### config.mk
export PLATFORM = sky130hd
export DESIGN_NAME = alu_arbiter
export DESIGN_NICKNAME = d
export VERILOG_FILES = /design/src/rtl/alu_arbiter.sv
export SDC_FILE = /design/constraint.sdc
export NUM_CORES = 1
export LEC_CHECK = 0
export ABC_CLOCK_PERIOD_IN_PS = 1360
export CAP_MARGIN = 20
export CORE_ASPECT_RATIO = 1.4
export CORE_MARGIN = 4
export CORE_UTILIZATION = 25
export DETAILED_ROUTE_END_ITERATION = 16
export SKIP_LAST_GASP = 1
export SYNTH_ARGS = -nofsm -noshare
export SYNTH_HDL_FRONTEND = slang
export SYNTH_SLANG_ARGS = --single-unit
### constraint.sdc
create_clock -name clk -period 1.36 [get_ports clk]
set_clock_uncertainty 0.2 [all_clocks]
set_input_delay 0.136 -clock clk [delete_from_list [all_inputs] [get_ports clk]]
set_output_delay 0.136 -clock clk [all_outputs]
set_load 0.1 [all_outputs]
### src/rtl/alu_arbiter.sv
// Two-port arbiter sharing one two-cycle ALU; responses are held per port until consumed.
// Define ALU_ARB_RR_EN for a round-robin tie-break; otherwise port 0 wins every tie.
module alu_arbiter #(
    parameter int NUM_PORTS = 2
) (
    input  logic                        clk,
    input  logic                        rst_n,
    input  logic [NUM_PORTS-1:0]        req_valid,
    output logic [NUM_PORTS-1:0]        req_ready,
    input  logic [NUM_PORTS-1:0][31:0]  req_a,
    input  logic [NUM_PORTS-1:0][31:0]  req_b,
    input  logic [NUM_PORTS-1:0][2:0]   req_fn,
    input  logic [NUM_PORTS-1:0]        req_mod,
    output logic [NUM_PORTS-1:0]        rsp_valid,
    input  logic [NUM_PORTS-1:0]        rsp_ready,
    output logic [NUM_PORTS-1:0][31:0]  rsp_data,
    output logic [31:0]                 alu_a,
    output logic [31:0]                 alu_b,
    output logic [2:0]                  alu_fn,
    output logic                        alu_mod,
    input  logic [31:0]                 alu_result
);

    logic [1:0]        inflight_r;
    logic [1:0]        rsp_valid_r;
    logic [1:0][31:0]  rsp_data_r;
    logic              issue_valid_r;
    logic              issue_port_r;
    logic [1:0]        eligible_s;
    logic [1:0]        grant_s;
    logic [1:0]        capture_s;

`ifdef ALU_ARB_RR_EN
    logic              last_grant_r;
`endif

    // Eligibility: a port needs a request, nothing in flight, and room for its result.
    always_comb begin
        eligible_s = req_valid & ~inflight_r & (~rsp_valid_r | rsp_ready);
    end

    // Arbitration; no grants while reset is asserted.
    always_comb begin
        grant_s = 2'b00;
        if (!rst_n) begin
            grant_s = 2'b00;
        end else if (eligible_s == 2'b11) begin
`ifdef ALU_ARB_RR_EN
            grant_s = last_grant_r ? 2'b01 : 2'b10;
`else
            grant_s = 2'b01;
`endif
        end else begin
            grant_s = eligible_s;
        end
    end

    // ALU operand mux; idle cycles issue a harmless all-zero add.
    always_comb begin
        alu_a   = 32'd0;
        alu_b   = 32'd0;
        alu_fn  = 3'd0;
        alu_mod = 1'b0;
        if (grant_s[1]) begin
            alu_a   = req_a[1];
            alu_b   = req_b[1];
            alu_fn  = req_fn[1];
            alu_mod = req_mod[1];
        end else if (grant_s[0]) begin
            alu_a   = req_a[0];
            alu_b   = req_b[0];
            alu_fn  = req_fn[0];
            alu_mod = req_mod[0];
        end else begin
            alu_a   = 32'd0;
            alu_b   = 32'd0;
            alu_fn  = 3'd0;
            alu_mod = 1'b0;
        end
    end

    // The ALU result present this cycle belongs to whichever port issued last cycle.
    always_comb begin
        capture_s[0] = issue_valid_r & ~issue_port_r;
        capture_s[1] = issue_valid_r &  issue_port_r;
    end

    // Issue tracking: remembers which port owns the operation now inside the ALU.
    always_ff @(posedge clk or negedge rst_n) begin
        if (!rst_n) begin
            issue_valid_r <= 1'b0;
            issue_port_r  <= 1'b0;
        end else begin
            issue_valid_r <= |grant_s;
            if (|grant_s) begin
                issue_port_r <= grant_s[1];
            end else begin
                issue_port_r <= issue_port_r;
            end
        end
    end

    // Per-port in-flight flag and response holding register.
    always_ff @(posedge clk or negedge rst_n) begin
        if (!rst_n) begin
            inflight_r  <= 2'b00;
            rsp_valid_r <= 2'b00;
            rsp_data_r  <= '0;
        end else begin
            for (int k = 0; k < 2; k++) begin
                if (grant_s[k]) begin
                    inflight_r[k] <= 1'b1;
                end else if (capture_s[k]) begin
                    inflight_r[k] <= 1'b0;
                end else begin
                    inflight_r[k] <= inflight_r[k];
                end
                // A capture wins over a same-edge pop so the new result is not lost.
                if (capture_s[k]) begin
                    rsp_valid_r[k] <= 1'b1;
                    rsp_data_r[k]  <= alu_result;
                end else if (rsp_valid_r[k] && rsp_ready[k]) begin
                    rsp_valid_r[k] <= 1'b0;
                end else begin
                    rsp_valid_r[k] <= rsp_valid_r[k];
                end
            end
        end
    end

`ifdef ALU_ARB_RR_EN
    // Round-robin pointer: reset value 1 lets port 0 take the first tie.
    always_ff @(posedge clk or negedge rst_n) begin
        if (!rst_n) begin
            last_grant_r <= 1'b1;
        end else if (|grant_s) begin
            last_grant_r <= grant_s[1];
        end else begin
            last_grant_r <= last_grant_r;
        end
    end
`endif

    assign req_ready = grant_s;
    assign rsp_valid = rsp_valid_r;
    assign rsp_data  = rsp_data_r;

endmodule

# --- Yosys cells after proc, flatten, opt, wreduce, memory -nomap -nowiden ---
# Index checks and enable logic that the tools add are counted.
classes:
  shift: 0
  multipliers: 0
  muxes: 18
  n_lt_le_gt_ge: 0
  add_sub_neg: 0
  div: 0
  eq_ne: 1
  reduce_logical: 7
  bitwise: 8
ops:
  columns: ["operator", "n"]
  rows:
  - ["$mux 32", 4]
  - ["$mux 1", 10]
  - ["$reduce_bool 2->1", 4]
  - ["$mux 3", 2]
  - ["$and 2x2->2", 2]
  - ["$mux 2", 2]
  - ["$not 2->2", 2]
  - ["$and 1x1->1", 2]
  - ["$eq 2x2->1 const B", 1]
  - ["$logic_and 1x1->1", 2]
  - ["$or 2x2->2", 1]
  - ["$reduce_or 2->1", 1]
  - ["$not 1->1", 1]
word_totals:
  word_cells: 42
  out_inout_bits: 136
  mem_bits_ro: 0
  mem_bits_rw: 0
  input_bits: 174
  latch_bits: 0
  mem_count: 0
  reg_bits: 70

# --- Depth between registers and ports, before layout ---
# Gate-level depths: netlist of the first run.
depth:
  word_depth: 8
  depth_mapped: 6
  depth_no_buf: 3

# --- Least setup slack after synthesis of the first run ---
# OpenSTA, ideal clock, no wires.
synth_timing:
  path_kind: "register -> output"
  startpoint: "register rsp_valid_r[1], in the netlist rsp_valid[1]"
  endpoint: "output port req_ready[1]"
  path_slack_ns: -1.632
  path_buffers: 2
  t_arrival_ns: 2.656
  t_required_ns: 1.024
  stages_incl_launch_ff: 6
  path_cell_list: "dfrtp_1 nand2b_1 nand4b_1 buf_2 buf_2 nor2_1"
synth_via:
  elab_chain_len: 6
synth_rtl:
  columns: ["item", "line_no", "rtl"]
  rows:
  - ["from (decl)", "25", "logic [1:0] rsp_valid_r;"]
  - ["from (signal, indexed assignment)", "125", "rsp_valid_r[k] <= rsp_valid_r[k];"]
  - ["$not 2->2 *", "39", "eligible_s = req_valid & ~inflight_r & (~rsp_valid_r | rsp_ready);"]
  - ["$or 2x2->2 *", "39", null]
  - ["$and 2x2->2 *", "39", null]
  - ["$eq 2x2->1", "47", "end else if (eligible_s == 2'b11) begin"]
  - ["$mux 2 *", "47", null]
  - ["$mux 2 *", "45", "if (!rst_n) begin"]
  - ["to (decl)", "9", "output logic [NUM_PORTS-1:0] req_ready,"]
# Every way passes the cells marked *; elsewhere a longest branch is shown, timed or not.

# --- Worst setup path after layout of the first run ---
layout_timing:
  startpoint: "register rsp_valid_r[1], in the netlist rsp_valid[1]"
  endpoint: "output port alu_a[24]"
layout_via:
  elab_chain_len: 8
layout_rtl:
  columns: ["item", "line_no", "rtl"]
  rows:
  - ["$not 2->2 *", "39", null]
  - ["$or 2x2->2 *", "39", null]
  - ["$and 2x2->2 *", "39", null]
  - ["$eq 2x2->1", "47", null]
  - ["$mux 2 *", "47", null]
  - ["$mux 2 *", "45", null]
  - ["$mux 32", "69", "end else if (grant_s[0]) begin"]
  - ["$mux 32 *", "64", "if (grant_s[1]) begin"]
  - ["to (decl)", "17", "output logic [31:0] alu_a,"]
# Marked as above.

==> flow_metrics.py, run 1 <==
metrics = {
    "setup_path": {
        "crit_type": "reg -> out",
        "cp_data_required_time_ns": 1.02,
        "crit_fanout": 8,
        "cp-end-kind": "output pin",
        "arrival_ns": 1.92,
        "start_kind": "flop",
    },
    "floorplanning": {
        "die_x_um": 119,
        "core_mm2": 0.0169,
        "initial_core_util_pct": 25.6,
        "die_y_um": 164,
        "boundaryPins": 310,
        "die-area_mm2": 0.0195,
        "fp-row-count": 56,
    },
    "final_layout": {
        "layout_common_cells": "172 x clkdlybuf4s50_1, 151 x buf_12, 71 x nand2_1",
        "finish.utilization_pct": 66.3,
        "num-nets-final": 941,
        "layout_commonest_cell": "clkdlybuf4s50_1",
        "fillerInstances": 1204,
        "layout-drive-gt1-share_pct": 58.8,
        "synthToLayoutAreaGrowth_pct": 159,
    },
    "clocking": {
        "clk_path_buf_depth": 2,
        "cts_max_level": 3,
        "cts_tree": "yes",
        "cts_buffers": 9,
        "clk_latency_ns": 0.33,
        "cts_sinks": 70,
        "cts-root-buf": "clkbuf_16",
        "clk_pin_slew_worst_paths_ns": 0.06,
    },
    "yosys": {
        "synthAdderAreaFrac_pct": 0,
        "synth_edf_count": 0,
        "synth_cells": 404,
        "synth_xor_area_share_pct": 0,
        "seq_area_frac_synth_pct": 40.5,
        "syn_area_mm2": 0.00432,
        "synthFlopType": "dfrtp_1",
        "synth_top_family_by_area": "compound AO/OA/AOI/OAI gates",
        "synth_compound_area_share_pct": 28.2,
        "synth_seq_cells": 70,
        "synth_cell_types": 21,
        "synth_nets": 578,
        "synth_simple_gate_area_share_pct": 7.87,
        "synth-async-reset-ratio_pct": 100,
        "yosys_warnings": 0,
        "synthMuxAreaShare_pct": 16.9,
        "avgSynthCellArea_um2": 10.7,
    },
    "run_status": {
        "violations": "hold timing, setup timing",
        "status": "complete, but fails checks",
    },
    "worst_hold_path": {
        "hold_class": "in -> async",
    },
    "drt": {
        "vias": 4966,
        "drt_pass1_iterations": 4,
        "route.detailed.drc": 0,
        "drtIter0Drc": 172,
        "wire_per_inst_um": 24.0,
        "dr_wl_met3_um": 2850,
        "ant_nets": 0,
        "drt-vias-per-instance": 4.94,
        "top_layer": "met5",
        "routed_wl_um": 24200,
        "wl_met2_um": 12200,
        "wl_met1_um": 8480,
    },
    "global_route": {
        "grt_max_degree": 36,
        "grt_use_total_pct": 22.6,
        "grt_pass1_vias": 5349,
        "gr-total-overflow": 0,
        "antenna_found_initial": 4,
        "grt_pass1_wl_um": 33700,
    },
    "placed_design": {
        "io_buffer_count": 309,
        "dp_hpwl_um": 16600,
        "place.gp.congestion": 0.891,
    },
    "sta": {
        "rsz0062_at_grt": "yes",
        "finalSetupViolations": 139,
        "fin_crit_ns": 2.26,
        "fin_ws_ns": -0.895,
        "slew_headroom_pct": 68.4,
        "hold_ws_ns": -0.0153,
        "drv_slew": 0,
        "period_share_pct": 166,
        "tightest_slew_ns": 0.468,
        "hold_violations": 23,
        "fmax_mhz": 443,
    },
    "run": {
        "drv_cap": 0,
    },
    "pwr": {
        "powerDensity_mw_per_mm2": 2680,
        "p_leak_nw": 4.51,
        "vdd_drop_max_mv": 2.72,
    },
}
## critical path, cell delays in order, from the launching register on
cell      delay [ns]
dfrtp_4         0.50
nand2b_4        0.08
nand4b_1        0.16
buf_6           0.22
buf_16          0.16
o22ai_4         0.25
buf_12          0.21
## synth_stat cells, types with 2 or more instances
cell type | instances | area share, %
mux2_2 | 64 | 17
buf_2 | 14 | 1.6
buf_4 | 3 | 0.52
o21ai_0 | 70 | 8.1
o22ai_2 | 68 | 20
dfrtp_1 | 70 | 41
clkbuf_1 | 20 | 1.7
nand2_1 | 72 | 6.3
nor2_1 | 2 | 0.17
nand2b_1 | 3 | 0.43
buf_6 | 8 | 2.1
## routing by layer
layer | vias to the layer above | global-route usage [%]
met2 | 300 | 39.5
met5 | - | 0
met1 | 2430 | 23.5
met3 | 31 | 11.6
met4 | 4 | 6.85
li1 | 2201 | -
## layout make-up
class	instances	area (um^2)	share of cell area [%]
Tap cell	232	290	2.59
Antenna cell	2	5.00	0.0447
Inverter	1	3.75	0.0335
Sequential cell	70	1840	16.4
Clock buffer	11	243	2.17
Timing Repair Buffer	397	5710	51.0
Clock inverter	5	82.6	0.738
Multi-Input combinational cell	288	3020	27.0
## state kept, by name, summed over array words and instances, names as in the netlist
name,count
rsp_data,64
issue_valid_r,1
rsp_valid,2
inflight_r,2
issue_port_r,1
## report_power, final
part | total, mW | switching (mW) | internal (mW)
registers | 4.59 | 1.23 | 3.37
clock network | 2.58 | 0.916 | 1.66
logic | 22.9 | 13.7 | 9.13
## worst paths after layout
path	startpoint	slack [ns]	to	depth (start not counted)
hold reg to reg	inflight_r[1]	0.30	inflight_r[1]	2
max in group asynchronous	rst_n	0.29	rsp_data[1]	3
setup / recovery	rsp_valid[1]	-0.90	alu_a[24]	6
hold / removal	rst_n	-0.02	rsp_data[5]	3
min in group clk	rsp_ready[1]	0.23	rsp_valid[1]	3
setup reg to reg	rsp_valid[0]	-0.45	issue_valid_r	5
## what timing repair did
action | 4_1_cts | 5_1_grt
endpoints found under the hold margin | 47 | 0
endpoints found under the setup margin | 132 | 141
hold buffers | 2 | 0
gates resized for setup | 91 | 98
pin swaps | 8 | 18
buffers inserted | 19 | 9
gates cloned | 6 | 14
## per-stage QoR
stage | instances | power, mW | setup WS, ns | setup TNS [ns] | area [um^2]
floorplan | 404 | 16.9 | -1.18 | -76.91 | 4660
global placement | 944 | 24.7 | -0.770 | -50.30 | 9500
detailed placement | 944 | 24.9 | -0.803 | -52.85 | 9500
CTS | 987 | 28.8 | -0.844 | -67.35 | 10500
global route | 1006 | 30.9 | -0.971 | -75.80 | 11200
finish | 1006 | 30.0 | -0.895 | -68.31 | 11200
## cell families (layout without fill, tap and decap cells)
kind of cell | count (synthesis) | in the layout
AO/OA/AOI/OAI | 140 | 140
buffers and inverters | 47 | 414
multiplexers | 65 | 65
other | 0 | 2
flip-flops | 70 | 70
AND/OR/NAND/NOR | 82 | 83
Note: power is estimated with default switching activity, not from simulation.
==> run 2: changes to the inputs <==
PLACE_DENSITY = 0.61   (was not set)
==> run 2 against run 1 <==
Compared with the run above:
- the flow finishes with violations (setup timing)
- critical endpoint is now alu_a[26]
- worst setup slack lost 0.031 ns
- sequential share of layout area grew 0.42 points
- routed wire length shrank 9.4%
==> flow_metrics.py, run 2 (synthesis results as in run 1) <==
metrics = {
    "placed_design": {
        "placed_cells_incl_taps": 957,
        "place.gp.congestion": 0.835,
        "io_buffer_count": 309,
        "dp_hpwl_um": 15900,
        "dp_slack_ns": -0.795,
    },
    "sta": {
        "fin_ws_ns": -0.926,
        "tightest_slew_ns": 0.478,
        "slew_headroom_pct": 68.0,
        "drv_slew": 0,
        "hold_violations": 0,
        "fmax_mhz": 437,
        "fin_crit_ns": 2.29,
        "rsz0062_at_grt": "yes",
        "period_share_pct": 168,
        "finalSetupViolations": 129,
    },
    "drt": {
        "routed_wl_um": 21900,
        "vias": 4836,
        "wire_per_inst_um": 21.8,
        "ant_nets": 0,
        "route.detailed.drc": 0,
        "drt-vias-per-instance": 4.80,
        "drt_pass1_iterations": 4,
        "drtIter0Drc": 182,
    },
    "clocking": {
        "cts_max_level": 3,
        "cts_tree": "yes",
        "clk_pin_slew_worst_paths_ns": 0.06,
        "cts_sinks": 70,
        "cts_buffers": 9,
        "clk_latency_ns": 0.33,
        "clk_path_buf_depth": 2,
        "cts-root-buf": "clkbuf_16",
    },
    "final_layout": {
        "num-nets-final": 942,
        "layout-drive-gt1-share_pct": 58.6,
        "finish.utilization_pct": 64.7,
        "layout_common_cells": "172 x clkdlybuf4s50_1, 155 x buf_12, 71 x nand2_1",
        "layout_commonest_cell": "clkdlybuf4s50_1",
        "synthToLayoutAreaGrowth_pct": 153,
        "fillerInstances": 1219,
        "final_cells": 1007,
        "largest_register_ffs": 64,
    },
    "setup_path": {
        "cp-end-kind": "output pin",
        "cp_num_buf_inv": 4,
        "worstPathCellList": "nand2b_4 -> nand4b_1 -> buf_6 -> buf_12 -> buf_12 -> o22ai_2 -> buf_12",
        "crit_fanout": 25,
        "cp_slowest_cell": "dfrtp_4",
        "arrival_ns": 1.95,
        "crit_top_cell": "buf_12",
        "critPathTopFamily": "buffers and inverters",
        "cp_data_required_time_ns": 1.02,
        "rr_startpoint": "rsp_valid[0]",
        "cp_slowest_stage_delay_ns": 0.49,
        "crit_type": "reg -> out",
        "start_kind": "flop",
        "crit_start": "rsp_valid[1]",
    },
    "worst_hold_path": {
        "hold_class": "in -> reg",
        "worstHoldStart": "alu_result[15]",
    },
    "run_status": {
        "violations": "setup timing",
        "status": "complete, but fails checks",
    },
    "floorplanning": {
        "die-area_mm2": 0.0195,
        "die_x_um": 119,
        "fp-row-count": 56,
        "boundaryPins": 310,
        "initial_core_util_pct": 25.6,
        "core_mm2": 0.0169,
        "die_y_um": 164,
    },
    "global_route": {
        "antenna_found_initial": 4,
        "gr-total-overflow": 0,
        "grt_pass1_vias": 5343,
        "grt_use_total_pct": 20.8,
        "grt_pass1_wl_um": 31800,
        "grt_max_degree": 60,
    },
    "pwr": {
        "vdd_drop_max_mv": 2.51,
        "powerDensity_mw_per_mm2": 2670,
        "p_leak_nw": 4.40,
    },
    "run": {
        "drv_cap": 0,
    },
}
==> run 2: cell types whose count changed in the layout (fill, tap and decap cells not counted), sizes merged <==
cell,before,now
buf,213,216
clkbuf,21,18
dlygate4sd3,2,3
bufinv,2,1
clkinv,3,4
==> run 2: metrics by stage <==
stage	setup TNS, ns	hold slack (ns)	area (um^2)	power [mW]
after floorplan	-76.91	-0.360	4660	16.9
after global placement	-47.97	-0.0215	9710	24.9
after detailed placement	-52.31	-0.0118	9710	25.1
after CTS	-68.97	0.242	10400	28.1
after global routing	-71.83	0.266	10900	30.0
final	-65.82	0.255	10900	29.2
==> run 2: routing by layer <==
layer  track usage (%)  vias to the layer above  share of wire, %
li1                  -                     2192                 -
met1              21.8                     2348                35
met2              37.8                      256                52
met3              9.35                       34                11
met4              4.69                        6               1.9
met5                 0                        -              0.18
==> run 2: final cells by class <==
type                    count  area [um^2]  area share [%]
diodes                      2         5.00          0.0458
multi-input cells         288         2880            26.3
repair buffers            398         5620            51.5
inverters                   1         3.75          0.0344
clock inverters             5         50.0           0.458
clock buffers              11          233            2.13
well taps                 232          290            2.66
flip-flops and latches     70         1840            16.9
==> run 2: final timing paths <==
path,to,slack (ns),cells past startpoint
worst max-delay path,alu_a[26],-0.93,7
worst min-delay path,rsp_data[47],0.25,2
worst max register to register,issue_valid_r,-0.34,5
worst min register to register,inflight_r[0],0.28,2
max in group asynchronous,rsp_data[9],0.14,5
min in group asynchronous,issue_port_r,0.30,4
==> run 2: worst reg2reg max path, stage by stage (launching register included) <==
cell     delay, ns
dfrtp_4       0.41
nor2b_4       0.29
or2_4         0.26
buf_12        0.17
buf_4         0.12
mux2i_1       0.18
==> run 2: where the power goes <==
group	switching (mW)	total [mW]	internal [mW]
logic	13.4	22.3	8.87
clock network	0.868	2.28	1.41
registers	1.21	4.58	3.37
total	15.5	29.2	13.7
==> run 2: what timing repair did <==
action | in CTS | in global routing
gates resized for setup | 31 | 105
endpoints found under the hold margin | 14 | 0
cloned | 4 | 10
setup endpoints to repair | 135 | 140
hold buffers | 3 | 0
pin swaps | 2 | 40
setup buffers | 11 | 13
==> run 3: changes to the inputs <==
SLEW_MARGIN = 20   (was not set)
==> results of run 3 <==
Same layout as run 2: the final DEF is identical, and so are final timing and power.
